[src/rtl/ps2_key_rx_if.sv]
// PS/2 line inputs and decoded key-event outputs of ps2_key_rx.
// master = the receiver producing ps2_key; slave = pins/consumer side.
interface ps2_key_rx_if;
    logic        ps2_clk;
    logic        ps2_data;
    logic [10:0] ps2_key;
    logic        frame_err;
    logic        busy;

    modport master (
        input  ps2_clk, ps2_data,
        output ps2_key, frame_err, busy
    );

    modport slave (
        output ps2_clk, ps2_data,
        input  ps2_key, frame_err, busy
    );
endinterface

[src/rtl/ps2_key_rx.sv]
// PS/2 keyboard receiver: sync + glitch filter, 11-bit frame FSM, and
// E0/F0/E1 prefix decoding into a toggle-flagged 11-bit key event word.
module ps2_key_rx #(
    parameter int FILTER  = 8,
    parameter int TIMEOUT = 50000
) (
    input  logic         clk,
    input  logic         reset,
    ps2_key_rx_if.master bus
);

    localparam logic [1:0] S_IDLE   = 2'd0;
    localparam logic [1:0] S_DATA   = 2'd1;
    localparam logic [1:0] S_PARITY = 2'd2;
    localparam logic [1:0] S_STOP   = 2'd3;
    localparam int         TW       = $clog2(TIMEOUT + 1);

    // Index 0 = clock line, index 1 = data line.
    logic [1:0]      r_sync0;
    logic [1:0]      r_sync1;
    logic [1:0]      r_flt;
    logic [1:0][7:0] r_fcnt;
    logic            r_clk_prev;
    logic            w_fall;
    logic            w_bit;

    logic [1:0]      r_state;
    logic [2:0]      r_bitcnt;
    logic [7:0]      r_shift;
    logic            r_par;
    logic [TW-1:0]   r_tcnt;
    logic            r_byte_rdy;
    logic            r_frame_err;
    logic            w_tout;

    logic [10:0]     r_key;
    logic            r_ext;
    logic            r_brk;
    logic [2:0]      r_skip;
    logic            w_resp;

    // Lines idle high, so the synchronisers and filters come out of reset at 1.
    always_ff @(posedge clk or negedge reset) begin
        if (!reset) begin
            r_sync0 <= 2'b11;
            r_sync1 <= 2'b11;
        end else begin
            r_sync0 <= {bus.ps2_data, bus.ps2_clk};
            r_sync1 <= r_sync0;
        end
    end

    always_ff @(posedge clk or negedge reset) begin
        if (!reset) begin
            r_flt      <= 2'b11;
            r_fcnt     <= '0;
            r_clk_prev <= 1'b1;
        end else begin
            for (int i = 0; i < 2; i++) begin
                if (r_sync1[i] != r_flt[i]) begin
                    if (r_fcnt[i] == 8'(FILTER - 1)) begin
                        r_flt[i]  <= r_sync1[i];
                        r_fcnt[i] <= '0;
                    end else begin
                        r_fcnt[i] <= r_fcnt[i] + 8'd1;
                    end
                end else begin
                    r_fcnt[i] <= '0;
                end
            end
            r_clk_prev <= r_flt[0];
        end
    end

    assign w_fall = r_clk_prev & ~r_flt[0];
    assign w_bit  = r_flt[1];

    // r_tcnt holds the number of cycles since the last fall, so the abort
    // lands exactly TIMEOUT cycles after that fall.
    assign w_tout = (r_state != S_IDLE) && !w_fall && (r_tcnt == TW'(TIMEOUT - 1));

    always_ff @(posedge clk or negedge reset) begin
        if (!reset) begin
            r_state     <= S_IDLE;
            r_bitcnt    <= '0;
            r_shift     <= '0;
            r_par       <= 1'b0;
            r_tcnt      <= '0;
            r_byte_rdy  <= 1'b0;
            r_frame_err <= 1'b0;
        end else begin
            r_byte_rdy  <= 1'b0;
            r_frame_err <= 1'b0;

            if (w_fall)
                r_tcnt <= TW'(1);
            else if (r_state == S_IDLE)
                r_tcnt <= '0;
            else
                r_tcnt <= r_tcnt + TW'(1);

            case (r_state)
                S_IDLE: begin
                    if (w_fall) begin
                        if (!w_bit) begin
                            r_state  <= S_DATA;
                            r_bitcnt <= '0;
                        end else begin
                            r_frame_err <= 1'b1;
                        end
                    end
                end
                S_DATA: begin
                    if (w_fall) begin
                        r_shift  <= {w_bit, r_shift[7:1]};
                        r_bitcnt <= r_bitcnt + 3'd1;
                        if (r_bitcnt == 3'd7)
                            r_state <= S_PARITY;
                    end
                end
                S_PARITY: begin
                    if (w_fall) begin
                        r_par   <= w_bit;
                        r_state <= S_STOP;
                    end
                end
                default: begin
                    if (w_fall) begin
                        if (w_bit && (^{r_shift, r_par}))
                            r_byte_rdy <= 1'b1;
                        else
                            r_frame_err <= 1'b1;
                        r_state <= S_IDLE;
                    end
                end
            endcase

            if (w_tout) begin
                r_state     <= S_IDLE;
                r_frame_err <= 1'b1;
            end
        end
    end

    // Controller responses / error codes, dropped only when no prefix is pending.
    assign w_resp = (r_shift == 8'hFA) || (r_shift == 8'hAA) || (r_shift == 8'hEE) ||
                    (r_shift == 8'hFE) || (r_shift == 8'h00) || (r_shift == 8'hFF);

    always_ff @(posedge clk or negedge reset) begin
        if (!reset) begin
            r_key  <= '0;
            r_ext  <= 1'b0;
            r_brk  <= 1'b0;
            r_skip <= '0;
        end else if (r_frame_err) begin
            r_ext <= 1'b0;
            r_brk <= 1'b0;
        end else if (r_byte_rdy) begin
            if (r_skip != 3'd0) begin
                r_skip <= r_skip - 3'd1;
            end else if (r_shift == 8'hE0) begin
                r_ext <= 1'b1;
            end else if (r_shift == 8'hF0) begin
                r_brk <= 1'b1;
            end else if (r_shift == 8'hE1) begin
                r_skip <= 3'd7;
            end else if (!(w_resp && !r_ext && !r_brk)) begin
                r_key <= {~r_key[10], r_brk, r_ext, r_shift};
                r_ext <= 1'b0;
                r_brk <= 1'b0;
            end
        end
    end

    assign bus.ps2_key   = r_key;
    assign bus.frame_err = r_frame_err;
    assign bus.busy      = (r_state != S_IDLE);

endmodule

[src/flat_wrapper.sv]
// flat-port wrapper written by rule: the top's interface ports become plain ports
module ps2_key_rx_flat 
#(
    parameter int FILTER  = 8,
    parameter int TIMEOUT = 50000
)
  (clk, reset, bus_ps2_clk, bus_ps2_data, bus_ps2_key, bus_frame_err, bus_busy);
  ps2_key_rx_if bus_i ();
  input  logic clk;
  input  logic reset;
  input wire logic [$bits(bus_i.ps2_clk)-1:0] bus_ps2_clk;
  input wire logic [$bits(bus_i.ps2_data)-1:0] bus_ps2_data;
  output wire logic [$bits(bus_i.ps2_key)-1:0] bus_ps2_key;
  output wire logic [$bits(bus_i.frame_err)-1:0] bus_frame_err;
  output wire logic [$bits(bus_i.busy)-1:0] bus_busy;
  assign bus_i.ps2_clk = bus_ps2_clk;
  assign bus_i.ps2_data = bus_ps2_data;
  assign bus_ps2_key = bus_i.ps2_key;
  assign bus_frame_err = bus_i.frame_err;
  assign bus_busy = bus_i.busy;
  ps2_key_rx #(.FILTER(FILTER), .TIMEOUT(TIMEOUT)) u_core (.clk(clk), .reset(reset), .bus(bus_i));
endmodule
[config.mk]
export PLATFORM = sky130hd
export DESIGN_NAME = ps2_key_rx_flat
export DESIGN_NICKNAME = d
export VERILOG_FILES = /design/src/rtl/ps2_key_rx_if.sv /design/src/rtl/ps2_key_rx.sv /design/src/flat_wrapper.sv
export SDC_FILE = /design/constraint.sdc
export NUM_CORES = 1
export LEC_CHECK = 0
export ABC_CLOCK_PERIOD_IN_PS = 2200
export BUFFER_PORTS_ARGS = -buffer_cell sky130_fd_sc_hd__buf_2
export CORE_MARGIN = 2
export CORE_UTILIZATION = 39
export DETAILED_ROUTE_END_ITERATION = 8
export GPL_TIMING_DRIVEN = 0
export SLEW_MARGIN = 40
export SYNTH_ARGS = -nofsm -noshare
export SYNTH_HDL_FRONTEND = slang
export SYNTH_SLANG_ARGS = --single-unit
[constraint.sdc]
create_clock -name clk -period 2.2 [get_ports clk]
set_input_delay 0.22 -clock clk [delete_from_list [all_inputs] [get_ports clk]]
set_output_delay 0.22 -clock clk [all_outputs]
set_load 0.1 [all_outputs]
# Yosys cells after proc, flatten, opt, wreduce, memory -nomap -nowiden
# Index checks and enable logic that the tools add are counted.
[word_totals] ff_bits=71 latchBits=0 ram_bits=0 mem_bits_ro=0 input_bits=4 output_inout_bits=13 elab_cells=139 n_memories=0
[op_classes] addsub=5 mul=0 div=0 magnitude_cmp=0 n_eq_ne=30 n_shift=0 muxes=43 bitwise=9 reduce_logical=34
[op_table] operator="$eq A8 B8 Y1 const B" count=8
[op_table] operator="$mux W16" count=2
[op_table] operator="$mux W8" count=4
[op_table] operator="$mux W3" count=7
[op_table] operator="$mux W1" count=20
[op_table] operator="$ne A3 B1 Y1 const B" count=6
[op_table] operator="$add A16 B1 Y16 const B" count=1
[op_table] operator="$add A8 B1 Y8 const B" count=2
[op_table] operator="$eq A16 B16 Y1 const B" count=1
[op_table] operator="$eq A8 B3 Y1 const B" count=2
[op_table] operator="$reduce_and A5 Y1" count=3
[op_table] operator="$mux W2" count=7
[op_table] operator="$ne A2 B1 Y1 const B" count=6
[op_table] operator="$reduce_bool A2 Y1" count=5
[op_table] operator="$reduce_xor A9 Y1" count=1
[op_table] operator="$logic_not A8 Y1" count=1
[op_table] operator="$not A1 Y1" count=8
[op_table] operator="$reduce_and A2 Y1" count=4
[op_table] operator="$reduce_and A7 Y1" count=1
[op_table] operator="$pmux W2 S3" count=1
[op_table] operator="$pmux W3 S2" count=1
[op_table] operator="$logic_and A1 B1 Y1" count=5
[op_table] operator="$logic_or A1 B1 Y1" count=5
[op_table] operator="$reduce_and A4 Y1" count=1
[op_table] operator="16 further kinds" count=19

# Longest topological paths before layout
[logic_depth] ltp_word=15 ltp_mapped=8 ltp_nobuf=7

# Least setup slack after synthesis
# Ideal clock, no wire load.
[synth_path] kind="register -> register" from="reg u_core.r_state[0]" to="reg u_core.r_state[0]" setup_ns=0.121 t_arrival_ns=2.428 required_time_ns=2.079 setup_slack_ns=-0.349 stages_incl_launch_ff=9 n_path_buf=1 synth_period_minus_slack_ns=2.549 path_cell_list="dfrtp_1 inv_1 ha_1 clkbuf_1 inv_1 nand2_1 nor4_1 o21ai_1 a22o_1"
[synth_via] elab_chain_cells=5 word_cells_on_any_way=12 cone_classes="eq/ne: 4; mux: 2; reduce/logical: 6"
[synth_rtl] element="start, declared" line_no="ps2_key_rx.sv:27" source="logic [1:0] r_state;"
[synth_rtl] element="start signal, assigned" line_no="ps2_key_rx.sv:84" source="r_state <= S_IDLE;"
[synth_rtl] element="start signal, assigned" line_no="ps2_key_rx.sv:106" source="r_state <= S_DATA;"
[synth_rtl] element="start signal, assigned" line_no="ps2_key_rx.sv:118" source="r_state <= S_PARITY;"
[synth_rtl] element="$reduce_bool A2 Y1 (*)"
[synth_rtl] element="named net bus_busy" line_no="flat_wrapper.sv:15" source="output wire logic [$bits(bus_i.busy)-1:0] bus_busy;"
[synth_rtl] element="$logic_and A1 B1 Y1 (*) (2 in a row)" line_no="ps2_key_rx.sv:80" source="assign w_tout = (r_state != S_IDLE) && !w_fall && (r_tcnt == TW'(TIMEOUT - 1));"
[synth_rtl] element="$ne A3 B3 Y1 (no line) (tied with other cells)"
[synth_rtl] element="$reduce_and A3 Y1 (no line)"
# The timed path passes the listed nets; every way through them passes the cells marked *.
# A chain may end at the register's enable or synchronous reset.

# Final worst setup path
[layout_path] from="reg u_core.r_state[0]" to="out bus_busy"
[layout_via] elab_chain_cells=1
[layout_rtl] element="$reduce_bool A2 Y1" line_no="ps2_key_rx.sv:177" source="assign bus.busy = (r_state != S_IDLE);"
[layout_rtl] element="end, declared" line_no="flat_wrapper.sv:15"
# Every way passes these cells.

==> impl_metrics.env <==
export IMPL_rrSetupSlack_ns=0.32
export IMPL_p_per_area_nw_per_um2=950
export IMPL_yosysWarningCount=0
export IMPL_clock_sinks=71
export IMPL_fin_nets=358
export IMPL_fin_crit_ns=1.90
export IMPL_htree_levels=3
export IMPL_clock_root_buffer="clkbuf_8"
export IMPL_finalCritPeriodShare=0.866
export IMPL_worst_pin_slew_ns=0.493
export IMPL_ys_seq_area_frac=0.514
export IMPL_slowest_delay_ns=0.43
export IMPL_die_w_um=98.3
export IMPL_fmax_mhz=525
export IMPL_setup_viol=0
export IMPL_hold_viol=0
export IMPL_leakage_nw=1.80
export IMPL_post_cts_buffers=0
export IMPL_critPathKind="flop to primary output"
export IMPL_critPathBufInv=3
export IMPL_dr_pass1_iters=4
export IMPL_syn_to_final_growth_pct=15.9
export IMPL_worst_skew_pair_late_latency_ns=0.34
export IMPL_start_util=0.400
export IMPL_antenna_found_initial=0
export IMPL_place_congestion=0.814
export IMPL_via_count=2277
export IMPL_dpl_worst_slack_ns=0.0237
export IMPL_cp_max_fo=9
export IMPL_end_kind="primary output"
export IMPL_mappedNetlistNets=328
export IMPL_yosys_area_top_type_share=0.461
export IMPL_setup_slack_ns=0.296
export IMPL_crit_slowest_cell="dfrtp_1"
export IMPL_worst_ep_required_time_ns=1.98
export IMPL_peakVddDrop_v=0.000878
export IMPL_track_usage=0.130
export IMPL_cts_max_path_buffers=2
export IMPL_grt_pass1_vias=2266
export IMPL_finalSetupTns_ns=0
export IMPL_overflow=0
export IMPL_hold_path_class="primary input to asynchronous set/reset pin"
export IMPL_ys_ff_latch=71
export IMPL_start_kind="flop"
export IMPL_post_drt_via_cell_ratio=4.99
export IMPL_num_rows=34
export IMPL_avgRoutedWirePerCell_um=12.6
export IMPL_yosys_area_top_type="dfrtp_1"
export IMPL_cts_made_buffers=9
export IMPL_synth_main_ff_cell="dfrtp_1"
export IMPL_max_cap_violations=0
export IMPL_hpwl_mm=3.98
export IMPL_drt_iter0_drc=61
export IMPL_rsz0062_at_grt="no"
export IMPL_cp_top_family="buffers and inverters"
export IMPL_ios=17
export IMPL_synthTopCellsByArea="dfrtp_1, dfstp_2, nor2_1"
export IMPL_relSlewSlack=0.674
export IMPL_die_h_um=98.3
export IMPL_drc=0
export IMPL_run_status="finished, final reports clean"
export IMPL_dieArea_um2=9670
export IMPL_layout_cells_non_filler=456
export IMPL_finalPower_mw=3.82
export IMPL_yosysUniqueCellTypes=53
export IMPL_dp_cells=438
export IMPL_postSynthAreaPerCell_um2=11.1
export IMPL_wl_mm=5.74
export IMPL_arrival_ns=1.68
export IMPL_portBuffers=16
export IMPL_coreArea_um2=8680
export IMPL_n_antenna_cell=0
export IMPL_cts_tree="built"
export IMPL_detail_route_antenna_nets=0
export IMPL_worstPathCellList="inv_1 > ha_2 > clkinvlp_4 > buf_2"
export IMPL_slew_violations=0
export IMPL_grt_max_degree=44
export IMPL_layout_drive_gt1_share=0.224
export IMPL_fin_skew_ns=0.0109
export IMPL_grt_pass1_wl_mm=10.3
export IMPL_mappedNetlistArea_um2=3470
export IMPL_synthArstFlopShare=1.00
export IMPL_synth_edf_count=0
export IMPL_syn_inst=313
export IMPL_clk_pin_slew_ns=0.08
kinds of logic (layout without fill, tap and decap cells):
| family | Yosys count | in the layout | share of synthesized area |
|---|---|---|---|
| multiplexers | 19 | 19 | 0.0710 |
| flip-flops | 71 | 71 | 0.514 |
| AND/OR/NAND/NOR | 118 | 118 | 0.173 |
| adder cells (fa/ha/maj) | 11 | 11 | 0.0397 |
| XOR/XNOR | 32 | 32 | 0.0847 |
| buffers and inverters | 22 | 57 | 0.0436 |
| AO/OA/AOI/OAI | 40 | 40 | 0.0732 |
final timing paths:
check | startpoint | endpoint | depth (start not counted)
max in group asynchronous | reset | u_core.r_sync0[0]$_DFF_PN1_ | 3
setup / recovery | u_core.r_state[0]$_DFFE_PN0P_ | bus_busy | 4
setup reg to reg | u_core.r_state[0]$_DFFE_PN0P_ | u_core.r_state[0]$_DFFE_PN0P_ | 7
min in group clk | u_core.r_sync0[1]$_DFF_PN1_ | u_core.r_sync1[1]$_DFF_PN1_ | 0
hold reg to reg | u_core.r_sync0[1]$_DFF_PN1_ | u_core.r_sync1[1]$_DFF_PN1_ | 0
hold / removal | reset | u_core.bus.ps2_key[4]$_DFFE_PN0P_ | 2
per-stage QoR:
stage	util	area, um2	hold WS [ns]
after global placement	0.425	3690	0.327
final	0.464	4020	0.303
after CTS	0.463	4010	0.296
after floorplan	-	3480	-0.0756
after detailed placement	0.428	3720	0.110
after global routing	0.464	4020	0.316
synthesized netlist by cell type, types with 4 or more instances:
master	n
dfrtp_1	64
nor2_1	39
nand2_1	20
nand3_1	17
xor2_1	16
xnor2_1	15
o21ai_0	14
ha_1	11
inv_1	11
a21oi_1	10
mux2_2	9
mux2_4	9
dfstp_2	7
nand4_1	6
and3_1	5
nand2b_1	5
nor3_1	5
or3_1	4
worst register-to-register path: stages, from the launching register on:
cell and delay, ns:
dfrtp_1 0.42, inv_1 0.08, ha_2 0.26, clkinvlp_4 0.14, nand2_2 0.10, nor4_2 0.37
o21ai_1 0.15, a22o_1 0.24
flip-flops by register name (all words and copies together), names as in the netlist:
register	cells
u_core.r_state	2
u_core.r_skip	3
u_core.r_flt	2
u_core.r_fcnt	16
u_core.r_tcnt	16
u_core.r_brk	1
u_core.r_par	1
u_core.r_sync1	2
u_core.r_ext	1
u_core.r_byte_rdy	1
u_core.r_sync0	2
u_core.r_bitcnt	3
u_core.bus.ps2_key	11
u_core.r_clk_prev	1
u_core.bus.frame_err	1
u_core.r_shift	8
timing repair:
| action | CTS | global route |
|---|---|---|
| hold endpoints to repair | 30 | 0 |
| resized for setup | 0 | 2 |
| setup endpoints to repair | 2 | 3 |
| hold buffers | 3 | 0 |
report_power, final:
group	internal [mW]	leakage (nW)	switching, mW
clock network	0.871	0.130	0.498
registers	1.46	0.957	0.128
logic	0.295	0.712	0.570
total	2.63	1.80	1.20
placed cells by master (no fill, tap or decap), types with 2 or more instances in the layout:
master,Yosys,routed
nand2_1,20,19
dfrtp_1,64,64
inv_1,11,10
dlygate4sd3_1,0,3
or3_1,4,4
ha_1,11,10
buf_6,1,2
nand2b_1,5,5
a22o_1,2,2
clkinvlp_4,0,2
mux2_4,9,9
buf_2,0,15
buf_12,1,2
nor4_1,3,2
xnor2_1,15,15
o21ai_1,2,2
clkbuf_8,3,12
nor2_1,39,39
and2b_2,2,2
mux2_2,9,9
clkbuf_1,3,2
a22oi_1,2,2
bufinv_16,0,4
nand3_1,17,17
nand4_1,6,6
dfstp_2,7,7
nor4_2,1,2
xor2_1,16,16
o21ai_0,14,14
clkinv_4,0,2
and3_1,5,5
nor3_1,5,5
and4_1,2,2
a21oi_1,10,10
layer usage:
metal	global-route usage	routed length, um	part of all wire
met1	0.176	2910	0.51
met2	0.198	2580	0.45
met4	0.0601	109	0.019
met5	0	0	0
met3	0.0322	138	0.024
layout make-up:
cell class	instances	area (um2)
fillers	819	4660
flip-flops and latches	71	1790
multi-input cells	220	1550
clock inverters	7	145
repair buffers	20	136
well taps	108	135
clock buffers	9	124
plain buffers	9	103
inverters	12	48.8
Power figures use the tool's default switching activity.
